[config.mk]
export PLATFORM = sky130hd
export DESIGN_NAME = mips_hazard_scoreboard
export DESIGN_NICKNAME = d
export VERILOG_FILES = /design/src/rtl/mips_hazard_scoreboard.sv
export SDC_FILE = /design/constraint.sdc
export NUM_CORES = 1
export LEC_CHECK = 0
export CORE_AREA = 2 2 126 128
export DETAILED_ROUTE_END_ITERATION = 10
export DIE_AREA = 0 0 128 130
export DONT_BUFFER_PORTS = 1
export GPL_ROUTABILITY_DRIVEN = 0
export PLACE_DENSITY = 0.54
export SYNTH_ARGS = -nofsm -noshare
export SYNTH_HDL_FRONTEND = slang
export SYNTH_SLANG_ARGS = --single-unit
export TNS_END_PERCENT = 100
[constraint.sdc]
create_clock -name clk -period 4.94 [get_ports clk]
set_input_delay 1.235 -clock clk [delete_from_list [all_inputs] [get_ports clk]]
set_output_delay 1.235 -clock clk [all_outputs]
set_load 0.05 [all_outputs]
[src/rtl/mips_hazard_scoreboard.sv]
// Hazard detection and operand forwarding for the pipelined MIPS core.
// A DEPTH-entry shift scoreboard tracks in-flight register writes from EX to RF commit.
module mips_hazard_scoreboard #(
   parameter int REG_ID_W = 5,
   parameter int DATA_W   = 32,
   parameter int DEPTH    = 4,
   parameter int LAT_W    = $clog2(DEPTH + 1),
   parameter int CNT_W    = 32
) (
   input  logic                    clk,
   input  logic                    rst,
   input  logic                    id_valid,
   input  logic [REG_ID_W-1:0]     id_rs,
   input  logic [REG_ID_W-1:0]     id_rt,
   input  logic                    id_rs_used,
   input  logic                    id_rt_used,
   input  logic                    id_we,
   input  logic [REG_ID_W-1:0]     id_rd,
   input  logic [LAT_W-1:0]        id_lat,
   input  logic                    flush,
   input  logic [DATA_W-1:0]       rf_rs_data,
   input  logic [DATA_W-1:0]       rf_rt_data,
   input  logic [DEPTH*DATA_W-1:0] stage_data,
   output logic                    stall,
   output logic                    issue,
   output logic [DATA_W-1:0]       rs_data,
   output logic [DATA_W-1:0]       rt_data,
   output logic [LAT_W-1:0]        rs_src,
   output logic [LAT_W-1:0]        rt_src,
   output logic [LAT_W-1:0]        inflight,
   output logic [CNT_W-1:0]        stall_count
);

   logic [DEPTH:1]      sb_valid;
   logic [DEPTH:1]      sb_we;
   logic [REG_ID_W-1:0] sb_rd  [1:DEPTH];
   logic [LAT_W-1:0]    sb_lat [1:DEPTH];

   logic                rs_found, rt_found;
   logic                rs_blocked, rt_blocked;
   logic [LAT_W-1:0]    lat_clamped;
   logic [LAT_W-1:0]    inflight_next;

   // Scan from the youngest stage; the first match decides forward-or-block.
   always_comb begin
      rs_src     = '0;
      rt_src     = '0;
      rs_data    = rf_rs_data;
      rt_data    = rf_rt_data;
      rs_found   = 1'b0;
      rt_found   = 1'b0;
      rs_blocked = 1'b0;
      rt_blocked = 1'b0;
      for (int unsigned k = 1; k <= DEPTH; k++) begin
         if (!rs_found && id_rs_used && (id_rs != '0) && sb_valid[k] && sb_we[k]
             && (sb_rd[k] == id_rs)) begin
            rs_found = 1'b1;
            if (LAT_W'(k) >= sb_lat[k]) begin
               rs_src  = LAT_W'(k);
               rs_data = stage_data[(k-1)*DATA_W +: DATA_W];
            end else begin
               rs_blocked = 1'b1;
            end
         end
         if (!rt_found && id_rt_used && (id_rt != '0) && sb_valid[k] && sb_we[k]
             && (sb_rd[k] == id_rt)) begin
            rt_found = 1'b1;
            if (LAT_W'(k) >= sb_lat[k]) begin
               rt_src  = LAT_W'(k);
               rt_data = stage_data[(k-1)*DATA_W +: DATA_W];
            end else begin
               rt_blocked = 1'b1;
            end
         end
      end
   end

   assign stall = id_valid && !flush && (rs_blocked || rt_blocked);
   assign issue = id_valid && !flush && !stall;

   always_comb begin
      lat_clamped = id_lat;
      if (id_lat == '0)
         lat_clamped = LAT_W'(1);
      else if (id_lat > LAT_W'(DEPTH))
         lat_clamped = LAT_W'(DEPTH);
   end

   // Count of writers that will occupy stages 1..DEPTH after this edge.
   always_comb begin
      inflight_next = (issue && id_we) ? LAT_W'(1) : '0;
      for (int unsigned k = 1; k < DEPTH; k++) begin
         if (sb_valid[k] && sb_we[k])
            inflight_next = inflight_next + LAT_W'(1);
      end
   end

   always_ff @(posedge clk or negedge rst) begin
      if (!rst) begin
         sb_valid    <= '0;
         sb_we       <= '0;
         inflight    <= '0;
         stall_count <= '0;
         for (int unsigned k = 1; k <= DEPTH; k++) begin
            sb_rd[k]  <= '0;
            sb_lat[k] <= '0;
         end
      end else begin
         for (int unsigned k = 2; k <= DEPTH; k++) begin
            sb_valid[k] <= sb_valid[k-1];
            sb_we[k]    <= sb_we[k-1];
            sb_rd[k]    <= sb_rd[k-1];
            sb_lat[k]   <= sb_lat[k-1];
         end
         sb_valid[1] <= issue;
         sb_we[1]    <= id_we;
         sb_rd[1]    <= id_rd;
         sb_lat[1]   <= lat_clamped;
         inflight    <= inflight_next;
         if (stall && (stall_count != '1))
            stall_count <= stall_count + CNT_W'(1);
      end
   end

endmodule

==> out/qor.txt, run 1 <==
#FFs+latches synth - 75
Synth Area per Inst - 8.76 um2
Routed WL per cell - 22.3 um
Hold depth - 0
Clock Power Share - 0.439
Vias/cell - 6.10
Synth area leader - dfrtp_1
Die height - 130 um
Post-Syn Area - 6240 um2
HP Class - flop to flop
Max cap viols - 0
Status - finished, final reports clean
Initial antenna violation count - 0
Gr usage total - 0.240
TritonRoute pass-1 iters - 8
Final wirelength - 20900 um
Clock insertion delay at the later pin of the skew report - 0.33 ns
ANT cells - 0
Synth Warn # - 0
Net Switching - 482 uW
Dpl cells - 922
IO buf count - 0
Worst VDD drop - 0.000245 V
Clock Sinks - 75
Synth top area share - 0.301
CP arrival - 3.52 ns
CTS tree - done
DP HPWL - 16100 um
Yosys cell types - 47
Synth area leaders - dfrtp_1 (30%), mux2i_1 (15%), xnor2_1 (6.6%)
Delay-heaviest family, CP - simple AND/OR/NAND/NOR gates
Post-layout nets - 962
Layout area overhead - 27.5%
Internal - 1.34 mW
Hold-fix buffers at CTS - 0
Max Root-Sink Buffers - 2
CTS root buffer - clkbuf_16
Fillers - 1384
CP Class - primary input to output port
Skew final - 0.00466 ns
DRT iter0 DRCs - 392
Final period util - 0.963
Slew headroom - 0.451
Final Hold Vio Count - 0
Sequential area share after synthesis - 0.301
DRC Markers - 0
EDFF count, synth - 0
Vias - 5719
Core Box Area - 15400 um2
Logic gate share of total power - 0.196
Slew @ Worst Pin - 0.823 ns
TritonCTS Buffers - 9
Post-layout util - 0.516
Async set-reset flop share out of synthesis - 1.00
Leakage power - 3.18 nW
Initial core utilization - 0.405
Startpoint types - primary input
Vias in the first global route - 5731
Max layer used - met4
Setup Fix Bufs, Post-CTS - 0
Slew Viols, Final - 0
Largest net degree at the start of global routing - 76
Max stage delay on crit path - 0.46 ns
Post-route ant nets - 0
I/O Pins - 324
FMAX - 0.210 GHz
Fin worst setup slack - 0.181 ns
Worst setup EP type - output port
Worst reg-to-reg path cell count - 11
Count of cells resized by post-cts repair - 0
Max H-tree Level - 3
CP Buf/Inv Count - 1
First-pass GRT wire length - 31300 um
Clk pin slew, worst setup/hold paths - 0.06 ns
Met2 routed WL - 10500 um
Post-route met1 wirelength - 8070 um
Chip width - 128 um
Row cnt - 46
Ys flop type - dfrtp_1
CP cell instances - xor2_1, nor4_1, nand4_1, nor3_4, buf_12, mux2i_1, o211ai_1, o21a_1
Synth Net Count - 934
Slowest cell on the critical path - nor4_1
Power Density - 229 nW/um2
Pre-CTS setup slack - 0.206 ns
Layout cells sized above 1 - 0.225
Die ar. - 16600 um2
Req. time, crit path - 3.70 ns
Total Power - 1.82 mW
Setup TNS - 0 ns
# setup viols final - 0
GRT overflow - 0
Switching share of power - 0.264
Post-route insts no fill - 938
Fin crit period - 4.76 ns
Critical Path Fanout Max - 32
WP depth - 8
DR WL met3 - 2030 um
RSZ-0062 raised after global routing - no
Cell count after synthesis - 713
Sequential Power Share - 0.365
## final timing paths
path	end	slack [ns]	from
min in group asynchronous	stall_count[10]$_DFFE_PN0P_	0.59	rst
max in group asynchronous	sb_we[1]$_DFF_PN0_	4.23	rst
min reg2reg	sb_lat[0]$_DFF_PN0_	0.34	sb_lat[3]$_DFF_PN0_
min	sb_lat[0]$_DFF_PN0_	0.34	sb_lat[3]$_DFF_PN0_
max reg2reg	inflight[1]$_DFF_PN0_	1.30	sb_rd[10]$_DFF_PN0_
max	rt_data[30]	0.18	id_rt[0]
## registers in the layout, indices dropped and copies added, names as in the netlist
signal and cells:
inflight 3, sb_lat 12, sb_valid 4, sb_we 4, stall_count 32, sb_rd 20
## cell families after synthesis
logic type | Yosys count | share of synthesized area
simple gates | 222 | 0.180
compound gates | 143 | 0.146
mux | 130 | 0.215
flops | 75 | 0.301
xor+xnor | 74 | 0.104
buf+inv | 65 | 0.0469
fa+ha+maj | 4 | 0.00801
## cell usage after synthesis (all sizes together), types with 2 or more instances
cell    number
a21o         2
o211ai      32
or4          2
nor3b        2
a21oi       35
nor4b        2
nor3         5
and2         4
clkbuf      34
buf         24
and4         3
or2          2
nor2        44
nand3       22
o21a        32
xnor2       47
a41o         2
mux2i       96
ha           4
nand2       77
nand2b       4
inv          7
mux2        34
dfrtp       75
nor2b        5
o21ai       37
nor4         6
nand4       25
and3        15
xor2        27
## routing by layer
| layer | track usage | up-vias |
|---|---|---|
| li1 | - | 2600 |
| met1 | 0.289 | 2778 |
| met2 | 0.416 | 301 |
| met3 | 0.0857 | 40 |
| met4 | 0.0549 | 0 |
| met5 | 0 | - |
## cell usage in the layout, fill, tap and decap left out, types with 3 or more instances in the layout
cell type  count
a21oi_1        5
o21ai_0       35
nand2b_1       3
nand2_1       77
o211ai_1      32
mux2i_1       96
buf_12        53
nor2b_1        3
nand3_1       22
inv_1          7
a21oi_2       30
and3_1        14
ha_1           4
clkbuf_16      9
and2_1         4
xnor2_1       47
buf_4         22
o21a_1        32
xor2_1        27
bufinv_16      4
nor2_1        44
dfrtp_1       75
mux2_2        34
nand4_1       25
nor4_1         4
and4_1         3
## power by group through the flow
stage / logic [mW] / registers [mW] / clock network (mW)
floorplan: 0.241 / 0.670 / 0
global placement: 0.352 / 0.676 / 0
detailed placement: 0.357 / 0.677 / 0
CTS: 0.358 / 0.666 / 0.811
global route: 0.376 / 0.668 / 0.847
finish: 0.358 / 0.666 / 0.800
## through the flow
stage               hold WS (ns)  cell area (um2)
finish                     0.342             7960
global route               0.359             7960
CTS                        0.343             7960
detailed placement         0.335             7590
global placement           0.333             7590
floorplan                  0.331             6360
## final cells by class
cell class | instances | area [um2] | area share
timing repair buffer | 75 | 1230 | 0.154
clock buffer | 9 | 225 | 0.0283
clock inverter | 7 | 139 | 0.0174
inverter | 7 | 26.3 | 0.00330
sequential | 75 | 1880 | 0.236
multi-input combinational | 573 | 4230 | 0.531
tap | 192 | 240 | 0.0302
(Power assumes the default switching activity.)
==> run 2: changes to the inputs <==
--- a/config.mk
+++ b/config.mk
@@ -5,12 +5,13 @@
 export SDC_FILE = /design/constraint.sdc
 export NUM_CORES = 1
 export LEC_CHECK = 0
-export CORE_AREA = 2 2 126 128
+export ABC_AREA = 1
+export CORE_MARGIN = 3
+export CORE_UTILIZATION = 50
 export DETAILED_ROUTE_END_ITERATION = 10
-export DIE_AREA = 0 0 128 130
 export DONT_BUFFER_PORTS = 1
 export GPL_ROUTABILITY_DRIVEN = 0
-export PLACE_DENSITY = 0.54
+export PLACE_DENSITY = 0.64
 export SYNTH_ARGS = -nofsm -noshare
 export SYNTH_HDL_FRONTEND = slang
 export SYNTH_SLANG_ARGS = --single-unit
==> run 2 against run 1 <==
Synthesized cell count is 71% higher. Power is 6.1% lower. Design area is 4.3% higher. Combinational power hardly changed. Die area is 2.3% lower. Largest power group unchanged. Highest routed layer is now met5.
==> out/qor.txt, run 2 <==
Initial core utilization - 0.522 (+0.117)
Largest regs - stall_count x32, sb_rd x20, sb_lat x12
Power Density - 206 nW/um2 (-9.9%)
Post-route ant nets - 0 (unchanged)
Die height - 127 um (-1.9%)
Post-DP Area - 7980 um2 (+5.2%)
Req. time, crit path - 3.70 ns (about the same)
Gr usage total - 0.327 (+0.0864)
DRT iter0 DRCs - 738 (+88%)
Layout area overhead - 12.5%
Worst VDD drop - 0.000238 V (-3.1%)
Startpoint types - primary input
Synth Area per Inst - 6.04 um2 (-31%)
Mux share of post-synthesis cell area - 0 (-0.215)
# setup viols final - 0 (unchanged)
Synth Warn # - 0 (unchanged)
IO buf count - 0 (unchanged)
Clock Sinks - 75 (unchanged)
Synth top area share - 0.254 (-0.0462)
FMAX - 0.215 GHz (+2.1%)
Max reg flops - 32 (unchanged)
Compound-cell area share of the yosys netlist - 0.203 (+0.0574)
Leakage power - 4.00 nW (+26%)
Status - finished, final reports clean
Fin crit period - 4.66 ns (-0.0980 ns)
Sequential area share after synthesis - 0.254 (-0.0462)
Max stage delay on crit path - 0.50 ns (+0.04 ns)
#FFs+latches synth - 75 (unchanged)
Most common cell after layout, fill and taps aside - nand2_1
Synth area leaders - dfrtp_1 (25%), nand2_1 (19%), o211ai_1 (9.8%)
Largest family of logic cells by synthesized area - simple AND/OR/NAND/NOR gates
Worst R2R Start - sb_rd[7]$_DFF_PN0_
Count of cells resized by post-cts repair - 0 (unchanged)
Vias in the first global route - 7875 (+37%)
Vias - 8493 (+49%)
Row cnt - 43 (-6.5%)
Final wirelength - 27600 um (+32%)
DRC Markers - 0 (unchanged)
Adder-cell share of the synthesized area - 0.00678 (-0.00123)
Ys flop type - dfrtp_1
Slew @ Worst Pin - 0.692 ns (-0.131 ns)
CP cell instances - nor2_1, nand3_1, nand3_1, nor2_1, nor2_4, nand3_1, or2_2, buf_12, o21ai_0, inv_1, a21oi_1, buf_4
Synth Net Count - 1443 (+54%)
Max H-tree Level - 3 (unchanged)
Setup Fix Bufs, Post-CTS - 0 (unchanged)
HP Class - flop to flop
Layout cells sized above 1 - 0.135 (-0.0899)
Top-count cell post-synth - nand2_1
Final Hold Vio Count - 0 (unchanged)
Commonest cells after routing, fill and taps aside - nand2_1 (374), nor2_1 (135), inv_1 (127)
Setup TNS - 0 ns (unchanged)
Core Box Area - 14100 um2 (-8.3%)
Max cap viols - 0 (unchanged)
Largest net degree at the start of global routing - 76 (unchanged)
GRT overflow - 0 (unchanged)
Die ar. - 16300 um2 (-2.3%)
Skew final - 0.00735 ns (+0.00268 ns)
Clk pin slew, worst setup/hold paths - 0.05 ns (about the same)
Async set-reset flop share out of synthesis - 1.00 (unchanged)
RSZ-0062 raised after global routing - no
Yosys cell types - 28 (-40%)
Slew Viols, Final - 0 (unchanged)
Worst path most repeated cell - nand3_1
Critical Path Fanout Max - 44 (+38%)
I/O Pins - 324 (unchanged)
TritonRoute pass-1 iters - 6 (-2)
Fillers - 1425 (+3.0%)
XOR/XNOR Fraction of Synth Area - 0.0427 (-0.0611)
DP HPWL - 21000 um (+31%)
Slowest cell on the critical path - or2_2
EDFF count, synth - 0 (unchanged)
CP Launch Point - id_rt[0]
CTS tree - done
Post-route cell area - 8300 um2 (+4.3%)
Worst setup EP type - output port
Slew headroom - 0.538 (+0.0871)
Max Root-Sink Buffers - 2 (unchanged)
TritonCTS Buffers - 9 (unchanged)
CTS root buffer - clkbuf_16
CP arrival - 3.43 ns (-0.09 ns)
Post-layout nets - 1473 (+53%)
Clock insertion delay at the later pin of the skew report - 0.33 ns (about the same)
Chip width - 127 um (-0.40%)
Reg-to-reg endpoint - inflight[1]$_DFF_PN0_
Most frequent cells after synthesis - nand2_1 (374), nor2_1 (137), inv_1 (127), o211ai_1 (96), dfrtp_1 (75)
Largest Register - stall_count
Flop-to-flop setup slack - 1.50 ns (+0.20 ns)
Worst reg-to-reg path cell count - 21 (+10)
Hold-fix buffers at CTS - 0 (unchanged)
Final period util - 0.943 (-0.0198)
First-pass GRT wire length - 42700 um (+37%)
Initial antenna violation count - 2 (+2)
Simple-gate share of the synthesized area - 0.374 (+0.195)
CP endpoint - rt_data[18]
Synth area leader - dfrtp_1
Vias/cell - 5.91 (-3.1%)
Routed WL per cell - 19.2 um (-14%)
Cell count after synthesis - 1222 (+71%)
CP Class - primary input to output port
Post-Syn Area - 7380 um2 (+18%)
==> run 2: cell types whose count changed in the layout (fill, tap and decap cells not counted), moves of 49 or more <==
cell	delta
buf_4	+62
a21oi_1	+64
nor2_1	+91
o211ai_1	+64
mux2i_1	-96
nand2_1	+297
inv_1	+120
buf_12	-49
==> run 2: through the flow <==
stage                      util  setup WS (ns)  hold WS (ns)  instances  total power [mW]
after detailed placement  0.564          0.368         0.339       1421              1.03
after global placement    0.564          0.407         0.332       1421              1.03
after floorplan               -          0.106         0.331       1222             0.932
final                     0.587          0.279         0.348       1437              1.71
after CTS                 0.587          0.354         0.351       1436              1.73
after global routing      0.587          0.185         0.362       1437              1.79
==> run 2: power breakdown <==
part           internal, mW  total (mW)  switching [mW]
combinational         0.110       0.355           0.245
sequential            0.635       0.664          0.0296
clock                 0.451       0.694           0.243
total                  1.20        1.71           0.517
==> run 2: cells by family after synthesis <==
kind of cell / after synthesis
AO/OA/AOI/OAI: 247
XOR/XNOR: 36
adder cells (fa/ha/maj): 4
buffers and inverters: 210
flip-flops: 75
AND/OR/NAND/NOR: 650
==> run 2: final cells by class <==
cell class | instances | area [um2] | area share
antenna | 1 | 2.50 | 0.000301
clock buffer | 10 | 239 | 0.0288
clock inverter | 5 | 77.6 | 0.00934
inverter | 141 | 529 | 0.0637
multi-input combinational | 937 | 4640 | 0.559
sequential | 75 | 1880 | 0.226
tap | 180 | 225 | 0.0271
timing repair buffer | 88 | 711 | 0.0856
==> run 2: how the worst min path moves through the flow <==
stage | endpoint | from | slack [ns] | cells after the start
floorplan | sb_lat[0]$_DFF_PN0_ | sb_lat[3]$_DFF_PN0_ | 0.33 | 0
global placement | sb_lat[1]$_DFF_PN0_ | sb_lat[4]$_DFF_PN0_ | 0.33 | 0
detailed placement | sb_lat[6]$_DFF_PN0_ | sb_lat[9]$_DFF_PN0_ | 0.34 | 0
CTS | sb_lat[6]$_DFF_PN0_ | sb_lat[9]$_DFF_PN0_ | 0.35 | 0
global route | sb_lat[6]$_DFF_PN0_ | sb_lat[9]$_DFF_PN0_ | 0.36 | 0
finish | sb_lat[6]$_DFF_PN0_ | sb_lat[9]$_DFF_PN0_ | 0.35 | 0
==> run 2: layer usage <==
metal | routed length (um) | vias to the layer above | global-route usage | part of all wire
met5 | 11 | - | 0 | 0.00040
met1 | 10900 | 3906 | 0.425 | 0.39
li1 | - | 4040 | - | -
met3 | 3130 | 82 | 0.106 | 0.11
met4 | 912 | 2 | 0.0890 | 0.033
met2 | 12700 | 463 | 0.523 | 0.46
==> run 2: worst max-delay path, delay by kind of cell <==
| kind | cells | cell delay (ns) |
|---|---|---|
| AO/OA/AOI/OAI | 2 | 0.41 |
| buffers and inverters | 3 | 0.59 |
| AND/OR/NAND/NOR | 7 | 1.19 |
